--- config.mk ---
export PLATFORM = sky130hd
export DESIGN_NAME = klp_trace_tx
export DESIGN_NICKNAME = d
export VERILOG_FILES = /design/src/rtl/klp_trace_pkg.sv /design/src/rtl/klp_trace_tx_fifo.sv /design/src/rtl/klp_trace_tx.sv
export SDC_FILE = /design/constraint.sdc
export NUM_CORES = 2
export LEC_CHECK = 0
export CAP_MARGIN = 30
export CORE_MARGIN = 2
export CORE_UTILIZATION = 45
export CTS_BUF_LIST = sky130_fd_sc_hd__clkbuf_4 sky130_fd_sc_hd__clkbuf_8 sky130_fd_sc_hd__clkbuf_16
export DETAILED_ROUTE_END_ITERATION = 7
export GPL_TIMING_DRIVEN = 0
export MAX_ROUTING_LAYER = met4
export SLEW_MARGIN = 20
export SYNTH_ARGS = -nofsm -noshare
export SYNTH_HDL_FRONTEND = slang
export SYNTH_SLANG_ARGS = --single-unit
--- constraint.sdc ---
create_clock -name clk -period 31.3 [get_ports clk]
set_input_delay 9.39 -clock clk [delete_from_list [all_inputs] [get_ports clk]]
set_output_delay 9.39 -clock clk [all_outputs]
set_load 0.05 [all_outputs]
--- src/rtl/klp_trace_pkg.sv ---
// Shared types and constants for the KLP32V1 trace transmitter.
// A frame is one sync byte followed by the 13 bytes of a record, least significant byte first.
package klp_trace_pkg;

  localparam logic [7:0] SYNC_BYTE = 8'hA5;
  localparam int         FRAME_LEN = 14;

  typedef struct packed {
    logic [31:0] pc;
    logic [31:0] inst;
    logic [31:0] wb;
    logic [7:0]  flags;
  } trace_rec_t;

  localparam int REC_W = $bits(trace_rec_t);

  typedef enum logic [1:0] {
    IDLE,
    SYNC,
    BODY
  } tx_state_t;

  // Place the record so that its bytes leave the shift register in wire order.
  function automatic logic [REC_W-1:0] pack_frame(input trace_rec_t rec);
    return {rec.flags, rec.wb, rec.inst, rec.pc};
  endfunction

endpackage

--- src/rtl/klp_trace_tx_fifo.sv ---
// Synchronous record FIFO. Pointers carry one extra wrap bit so that full and empty
// can be told apart; the caller never pushes when full unless it pops in the same cycle.
module trace_fifo
  import klp_trace_pkg::*;
#(
  parameter  int DEPTH = 16,
  localparam int AW    = $clog2(DEPTH)
) (
  input  logic        clk,
  input  logic        reset,
  input  logic        push,
  input  trace_rec_t  wdata,
  input  logic        pop,
  output trace_rec_t  rdata,
  output logic        full,
  output logic        empty,
  output logic [AW:0] level
);

  trace_rec_t  mem [DEPTH];
  logic [AW:0] wr_ptr;
  logic [AW:0] rd_ptr;

  always_ff @(posedge clk) begin
    if (!reset) begin
      wr_ptr <= '0;
      rd_ptr <= '0;
    end else begin
      if (push) wr_ptr <= wr_ptr + 1'b1;
      if (pop)  rd_ptr <= rd_ptr + 1'b1;
    end
  end

  always_ff @(posedge clk) begin
    if (push) mem[wr_ptr[AW-1:0]] <= wdata;
  end

  assign level = wr_ptr - rd_ptr;
  assign full  = (level == (AW+1)'(DEPTH));
  assign empty = (level == '0);
  assign rdata = mem[rd_ptr[AW-1:0]];

endmodule

--- src/rtl/klp_trace_tx.sv ---
// Captures KLP32V1 debug-port records into a FIFO and sends each one as a 14-byte
// frame (A5 sync + pc, inst, writeBack little-endian + flags) on a valid/ready byte stream.
module klp_trace_tx
  import klp_trace_pkg::*;
#(
  parameter  int DEPTH  = 16,
  parameter  int DROP_W = 16,
  localparam int LW     = $clog2(DEPTH) + 1
) (
  input  logic              clk,
  input  logic              reset,
  input  logic              i_capture_en,
  input  logic              i_filter,
  input  logic [31:0]       i_pc,
  input  logic [31:0]       i_inst,
  input  logic [31:0]       i_writeBack,
  input  logic              i_BrEq,
  input  logic              i_BrLT,
  input  logic              i_RegWEn,
  input  logic              i_memRW,
  output logic [7:0]        o_tx_data,
  output logic              o_tx_valid,
  input  logic              i_tx_ready,
  output logic [LW-1:0]     o_level,
  output logic [DROP_W-1:0] o_drop_cnt
);

  localparam logic [3:0] LAST_IDX = 4'(FRAME_LEN - 2);

  logic              want_push;
  logic              push_ok;
  logic              drop_evt;
  logic              pop;
  logic              shift;
  logic              full;
  logic              empty;
  logic              drop_flag;
  logic [DROP_W-1:0] drop_cnt;
  trace_rec_t        wdata;
  trace_rec_t        rdata;
  tx_state_t         state_q;
  tx_state_t         state_d;
  logic [3:0]        idx_q;
  logic [3:0]        idx_d;
  logic [REC_W-1:0]  shreg;

  assign want_push = i_capture_en && (!i_filter || i_RegWEn || i_memRW);
  // A full FIFO still takes the record when the FSM drains its head in the same cycle.
  assign push_ok   = want_push && (!full || pop);
  assign drop_evt  = want_push && !push_ok;

  assign wdata = '{pc:    i_pc,
                   inst:  i_inst,
                   wb:    i_writeBack,
                   flags: {3'b000, drop_flag, i_memRW, i_RegWEn, i_BrLT, i_BrEq}};

  trace_fifo #(.DEPTH(DEPTH)) u_fifo (
    .clk   (clk),
    .reset (reset),
    .push  (push_ok),
    .wdata (wdata),
    .pop   (pop),
    .rdata (rdata),
    .full  (full),
    .empty (empty),
    .level (o_level)
  );

  always_ff @(posedge clk) begin
    if (!reset) begin
      drop_flag <= 1'b0;
      drop_cnt  <= '0;
    end else if (drop_evt) begin
      drop_flag <= 1'b1;
      if (drop_cnt != '1) drop_cnt <= drop_cnt + 1'b1;
    end else if (push_ok) begin
      drop_flag <= 1'b0;
    end
  end

  assign o_drop_cnt = drop_cnt;

  always_ff @(posedge clk) begin
    if (!reset) begin
      state_q <= IDLE;
      idx_q   <= '0;
      shreg   <= '0;
    end else begin
      state_q <= state_d;
      idx_q   <= idx_d;
      if (pop)        shreg <= pack_frame(rdata);
      else if (shift) shreg <= {8'h00, shreg[REC_W-1:8]};
    end
  end

  always_comb begin
    state_d    = state_q;
    idx_d      = idx_q;
    pop        = 1'b0;
    shift      = 1'b0;
    o_tx_valid = 1'b0;
    o_tx_data  = 8'h00;
    case (state_q)
      IDLE: begin
        if (!empty) begin
          pop     = 1'b1;
          state_d = SYNC;
        end
      end
      SYNC: begin
        o_tx_valid = 1'b1;
        o_tx_data  = SYNC_BYTE;
        if (i_tx_ready) begin
          state_d = BODY;
          idx_d   = '0;
        end
      end
      BODY: begin
        o_tx_valid = 1'b1;
        o_tx_data  = shreg[7:0];
        if (i_tx_ready) begin
          shift = 1'b1;
          if (idx_q == LAST_IDX) state_d = IDLE;
          else                   idx_d   = idx_q + 1'b1;
        end
      end
      default: state_d = IDLE;
    endcase
  end

endmodule

Yosys cells after proc, flatten, opt, wreduce, memory -nomap -nowiden
Memory sizes are Yosys's and may differ from the RTL's. A register that Yosys moved wholly into a read port is not among the register bits.
Index checks and enable logic that the tools add are counted.
- equal/unequal tests: 10
- mux-type cells: 23
- add/sub/neg operators: 5
- reduce and logical (&&, ||, !) cells: 18
- operators with widths (cell ; number):
    $mux W104 ; 2
    $mux W4 ; 5
    $add A16 B1 Y16 const B ; 1
    $ne A16 B16 Y1 const B ; 1
    $pmux W8 S2 ; 1
    $add A5 B1 Y5 const B ; 2
    $ne A2 B2 Y1 const B ; 5
    $mux W1 ; 9
    $mux W2 ; 4
    $pmux W4 S2 ; 1
    $reduce_and A4 Y1 ; 2
    $pmux W2 S3 ; 1
    $reduce_bool A2 Y1 ; 3
    $eq A5 B5 Y1 const B ; 1
    $logic_not A5 Y1 ; 1
    $sub A5 B5 Y5 ; 1
    $add A4 B1 Y4 const B ; 1
    $eq A4 B4 Y1 const B ; 1
    $logic_and A1 B1 Y1 ; 3
    $logic_not A1 Y1 ; 3
    $logic_or A1 B1 Y1 ; 3
    $eq A2 B1 Y1 const B ; 1
    $eq A2 B2 Y1 const B ; 1
    $logic_not A2 Y1 ; 1
    2 further kinds ; 2
- memories kept: 1
- input port bits: 105
- bits in registers: 137
- output and inout bits: 30
- logic and storage cells: 64
- RAM bits: 1616
- memory list (name ; words ; width ; read ports ; clocked after memory_dff ; wr ports ; RTL line ; source):
    u_fifo.mem ; 16 ; 101 ; 1 ; 1 ; 1 ; klp_trace_tx_fifo.sv:20 ; trace_rec_t mem [DEPTH];

Depth between registers and ports, before layout
- depth after elaboration: 9
- depth in mapped cells: 12
- depth with buffers taken out: 10

By module
Synthesis repeated with hierarchy kept, for this count alone.
- cells, all modules: 3377
- area, all modules: 68873.6 µm²
- modules (own cells, without submodules) (module ; cells an instance ; instances ; seq. area each (µm²) ; area each (µm²)):
    trace_fifo ; 2636 ; 1 ; 50248.2 ; 62929.1
    klp_trace_tx ; 741 ; 1 ; 2542.4 ; 5944.5

Worst setup path before layout
OpenSTA, ideal clock, no wires.
- kind: input port to flip-flop
- from: input port i_filter
- to: memory u_fifo.mem[3][0] (netlist bit), enable pin
- library setup time: 0.705 ns
- path slack: 13.201 ns
- stages on the path: 5
- arrival time: 17.394 ns
- buffers on the path: 0
- data required time: 30.595 ns
- cell sequence: inv_1 -> o31a_1 -> nand2_1 -> a31oi_1 -> nor3b_1
- longest elaborated chain between the ends: 7
- ends and longest elaborated chain (element ; RTL line ; source):
    from (decl) ; klp_trace_tx.sv:13 ; input logic i_filter,
    $logic_not A1 Y1 ; klp_trace_tx.sv:47 ; assign want_push = i_capture_en && (!i_filter || i_RegWEn || i_memRW);
    $logic_or A1 B1 Y1 (2 in a row) ; klp_trace_tx.sv:47 ;
    $logic_and A1 B1 Y1 ; klp_trace_tx.sv:47 ;
    $logic_and A1 B1 Y1 ; klp_trace_tx.sv:49 ; assign push_ok = want_push && (!full || pop);
    $mux W1 ; klp_trace_tx_fifo.sv:35 ; if (push) mem[wr_ptr[AW-1:0]] <= wdata;
    $mux W1 (not written as such) ; klp_trace_tx_fifo.sv:35 ;
    to (decl) ; klp_trace_tx_fifo.sv:20 ;
No other way between the ends.

Worst setup path in the final report
- from: register u_fifo.wr_ptr[0]
- to: output port o_level[4]
- longest elaborated chain between the ends: 1
- ends and longest elaborated chain (element ; RTL line ; source):
    from (decl) ; klp_trace_tx_fifo.sv:21 ; logic [AW:0] wr_ptr;
    from (signal assigned) ; klp_trace_tx_fifo.sv:29 ; if (push) wr_ptr <= wr_ptr + 1'b1;
    $sub A5 B5 Y5 ; klp_trace_tx_fifo.sv:38 ; assign level = wr_ptr - rd_ptr;
    to (decl) ; klp_trace_tx.sv:24 ; output logic [LW-1:0] o_level,
No other way between the ends.

==> flow_summary.json <==
{
  "die_area_mm2": 0.155,
  "cts_hold_buf": 0,
  "crit_path_max_fanout": 6,
  "layout-drive-gt1-share": 0.191,
  "netlist_area_mm2": 0.0683,
  "slew_violations": 0,
  "yosysWarnings": 0,
  "antenna_found_initial": 21,
  "stdcell_area_mm2": 0.0800,
  "finalClockSkew_ns": 0.0300,
  "mostFrequentLayoutCells": "edfxtp_1, mux2i_1, mux4_2",
  "critPathSlowestCell": "clkdlybuf4s50_1",
  "hold_viol": 0,
  "start_util": 0.455,
  "clkTransAtPathRegs_ns": 0.06,
  "cts_max_path_buffers": 3,
  "ys_seq_area_frac": 0.751,
  "post-dp-hpwl_mm": 120,
  "clock_sinks": 1754,
  "slew-limit-headroom": 0.293,
  "cts_tree": "yes",
  "gr-total-overflow": 0,
  "startpoint_type": "flip-flop",
  "synthCells": 3793,
  "ant_nets": 0,
  "grt_pass1_wl_mm": 259,
  "max_cap_violations": 0,
  "pin_count": 135,
  "min_period_ns": 13.00,
  "postSynthAreaPerCell_um2": 18.0,
  "portBuffers": 134,
  "post-cts-setup-buffers": 0,
  "crit_type": "flip-flop to output pin",
  "clock_latency_ns": 0.83,
  "critPathCaptureType": "output pin",
  "synth_edf_count": 1616,
  "worst_pin_slew_ns": 1.06,
  "fin_util": 0.532,
  "ys.flop_type": "edfxtp_1",
  "fin_nets": 4350,
  "drc": 0,
  "async_flop_share": 0,
  "htreeDepth": 4,
  "routed_wl_mm": 180,
  "fp.coreArea_mm2": 0.150,
  "cts_root_buf": "clkbuf_16",
  "tns_ns": 0,
  "finalCritPeriodShare": 0.415,
  "hp-class": "flip-flop to flip-flop",
  "leakagePower_uw": 0.0259,
  "status": "finished, final reports clean",
  "cts_resized": 0,
  "die_h_um": 394,
  "routedWlPerCell_um": 28.1,
  "arrival_ns": 3.61,
  "gp_congestion": 0.854,
  "synthesis.nets": 3915,
  "rsz0062_at_grt": "no",
  "rows": 142,
  "grt_pass1_vias": 36600,
  "cp_data_required_time_ns": 21.91,
  "track_usage": 0.236,
  "ys_seq_elements": 1754,
  "vdd_drop_max_mv": 0.0626,
  "cp_cell_sequence": "inv_1 -> ha_1 -> fa_1 -> nand2b_1 -> a21oi_2 -> xor2_2 -> inv_2 -> clkdlybuf4s50_1",
  "synth.distinct_cells": 65,
  "vias_per_cell": 5.84,
  "num_vias": 37400,
  "max_freq_mhz": 76.9,
  "final_common_cell": "edfxtp_1",
  "grt_max_degree": 38,
  "chipWidth_um": 394,
  "pwr_density_cell_mw_per_mm2": 80.3,
  "drtIter0Drc": 4327,
  "slowest_delay_ns": 0.76,
  "first_pass_iters": 7,
  "place_area_mm2": 0.0740,
  "cts_buffers": 177,
  "syn_to_final_growth_pct": 17.1,
  "setup_viol": 0
}
kinds of logic (layout without fill, tap and decap cells):
group | count (synthesis) | in the layout | synth area share
xor gates and xnor gates | 10 | 10 | 0.00150
other | 0 | 11 | 0
AOI/OAI and AO/OA | 517 | 517 | 0.0518
DFF | 1754 | 1754 | 0.751
muxes | 595 | 595 | 0.128
buffers and inverters | 255 | 838 | 0.0185
adders and majority gates | 17 | 17 | 0.00322
and+or+nand+nor | 645 | 645 | 0.0460
registers in the layout, summed over array words and instances, names as in the netlist, named ones only:
signal	count
u_fifo.rd_ptr	5
o_drop_cnt	16
drop_flag	1
state_q	2
idx_q	4
shreg	101
u_fifo.wr_ptr	5
u_fifo.mem	1616
metrics by stage:
stage / hold WS [ns] / worst slack [ns] / instances / power [uW]
finish: 0.481 / 18.30 / 6403 / 6430
global placement: 0.462 / 2.91 / 5943 / 4310
floorplan: 0.448 / 13.20 / 3793 / 3730
global route: 0.493 / 18.16 / 6401 / 6650
CTS: 0.481 / 18.27 / 6389 / 6460
detailed placement: 0.471 / 17.90 / 6062 / 4320
power breakdown:
part / internal, uW / switching [uW] / leakage, uW / total (uW)
combinational: 597 / 956 / 0.00711 / 1550
clock: 1270 / 883 / 0.00300 / 2160
sequential: 2660 / 51.6 / 0.0157 / 2720
total: 4540 / 1890 / 0.0259 / 6430
cell usage after synthesis (all sizes together) (6+ instances only):
library cell,number,area share
ha,16,0.0029
or3,13,0.0012
o21ai,99,0.0073
inv,19,0.0010
nand2b,33,0.0030
buf,109,0.011
and3,106,0.0097
o211ai,67,0.0074
dfxtp,138,0.040
nand4,6,0.00055
o31ai,7,0.00077
a221oi,93,0.012
a21oi,101,0.0076
mux2i,310,0.045
mux2,67,0.011
o22ai,16,0.0015
edfxtp,1616,0.71
nor2,85,0.0047
nor3,34,0.0025
a22oi,119,0.013
nand3,115,0.0086
nor2b,8,0.00073
nand2,217,0.012
mux4,218,0.072
and2,6,0.00055
clkbuf,127,0.0070
layer usage:
layer / share of wire / up-vias / global-route usage
li1: - / 16200 / -
met1: 0.44 / 19500 / 0.332
met2: 0.47 / 1461 / 0.361
met3: 0.073 / 238 / 0.0410
met4: 0.020 / 0 / 0.0571
met5: 0 / - / -
path summary, 6_finish.rpt:
check	start	endpoint	slack, ns	depth (start not counted)
setup / recovery	u_fifo.wr_ptr[0]	o_level[4]	18.30	8
hold / removal	shreg[98]	shreg[98]	0.48	2
setup reg to reg	u_fifo.wr_ptr[0]	u_fifo.mem[3][60]	26.46	14
hold reg to reg	shreg[98]	shreg[98]	0.48	2
cell type report:
| cell class | instances | area [um2] |
|---|---|---|
| diodes | 11 | 27.5 |
| clock buffers | 243 | 5110 |
| fillers | 12000 | 70300 |
| flip-flops and latches | 1754 | 51300 |
| inverters | 19 | 71.3 |
| well taps | 2016 | 2520 |
| repair buffers | 256 | 3070 |
| plain buffers | 236 | 1200 |
| multi-input cells | 1784 | 15900 |
| clock inverters | 84 | 872 |
critical path: cells and delay by family (launching register included):
family	cells	cell delay (ns)
buf+inv	3	1.03
fa+ha+maj	2	0.63
compound gates	1	0.22
simple gates	1	0.18
flops	1	0.43
xor+xnor	1	0.30
Power figures use the tool's default switching activity.
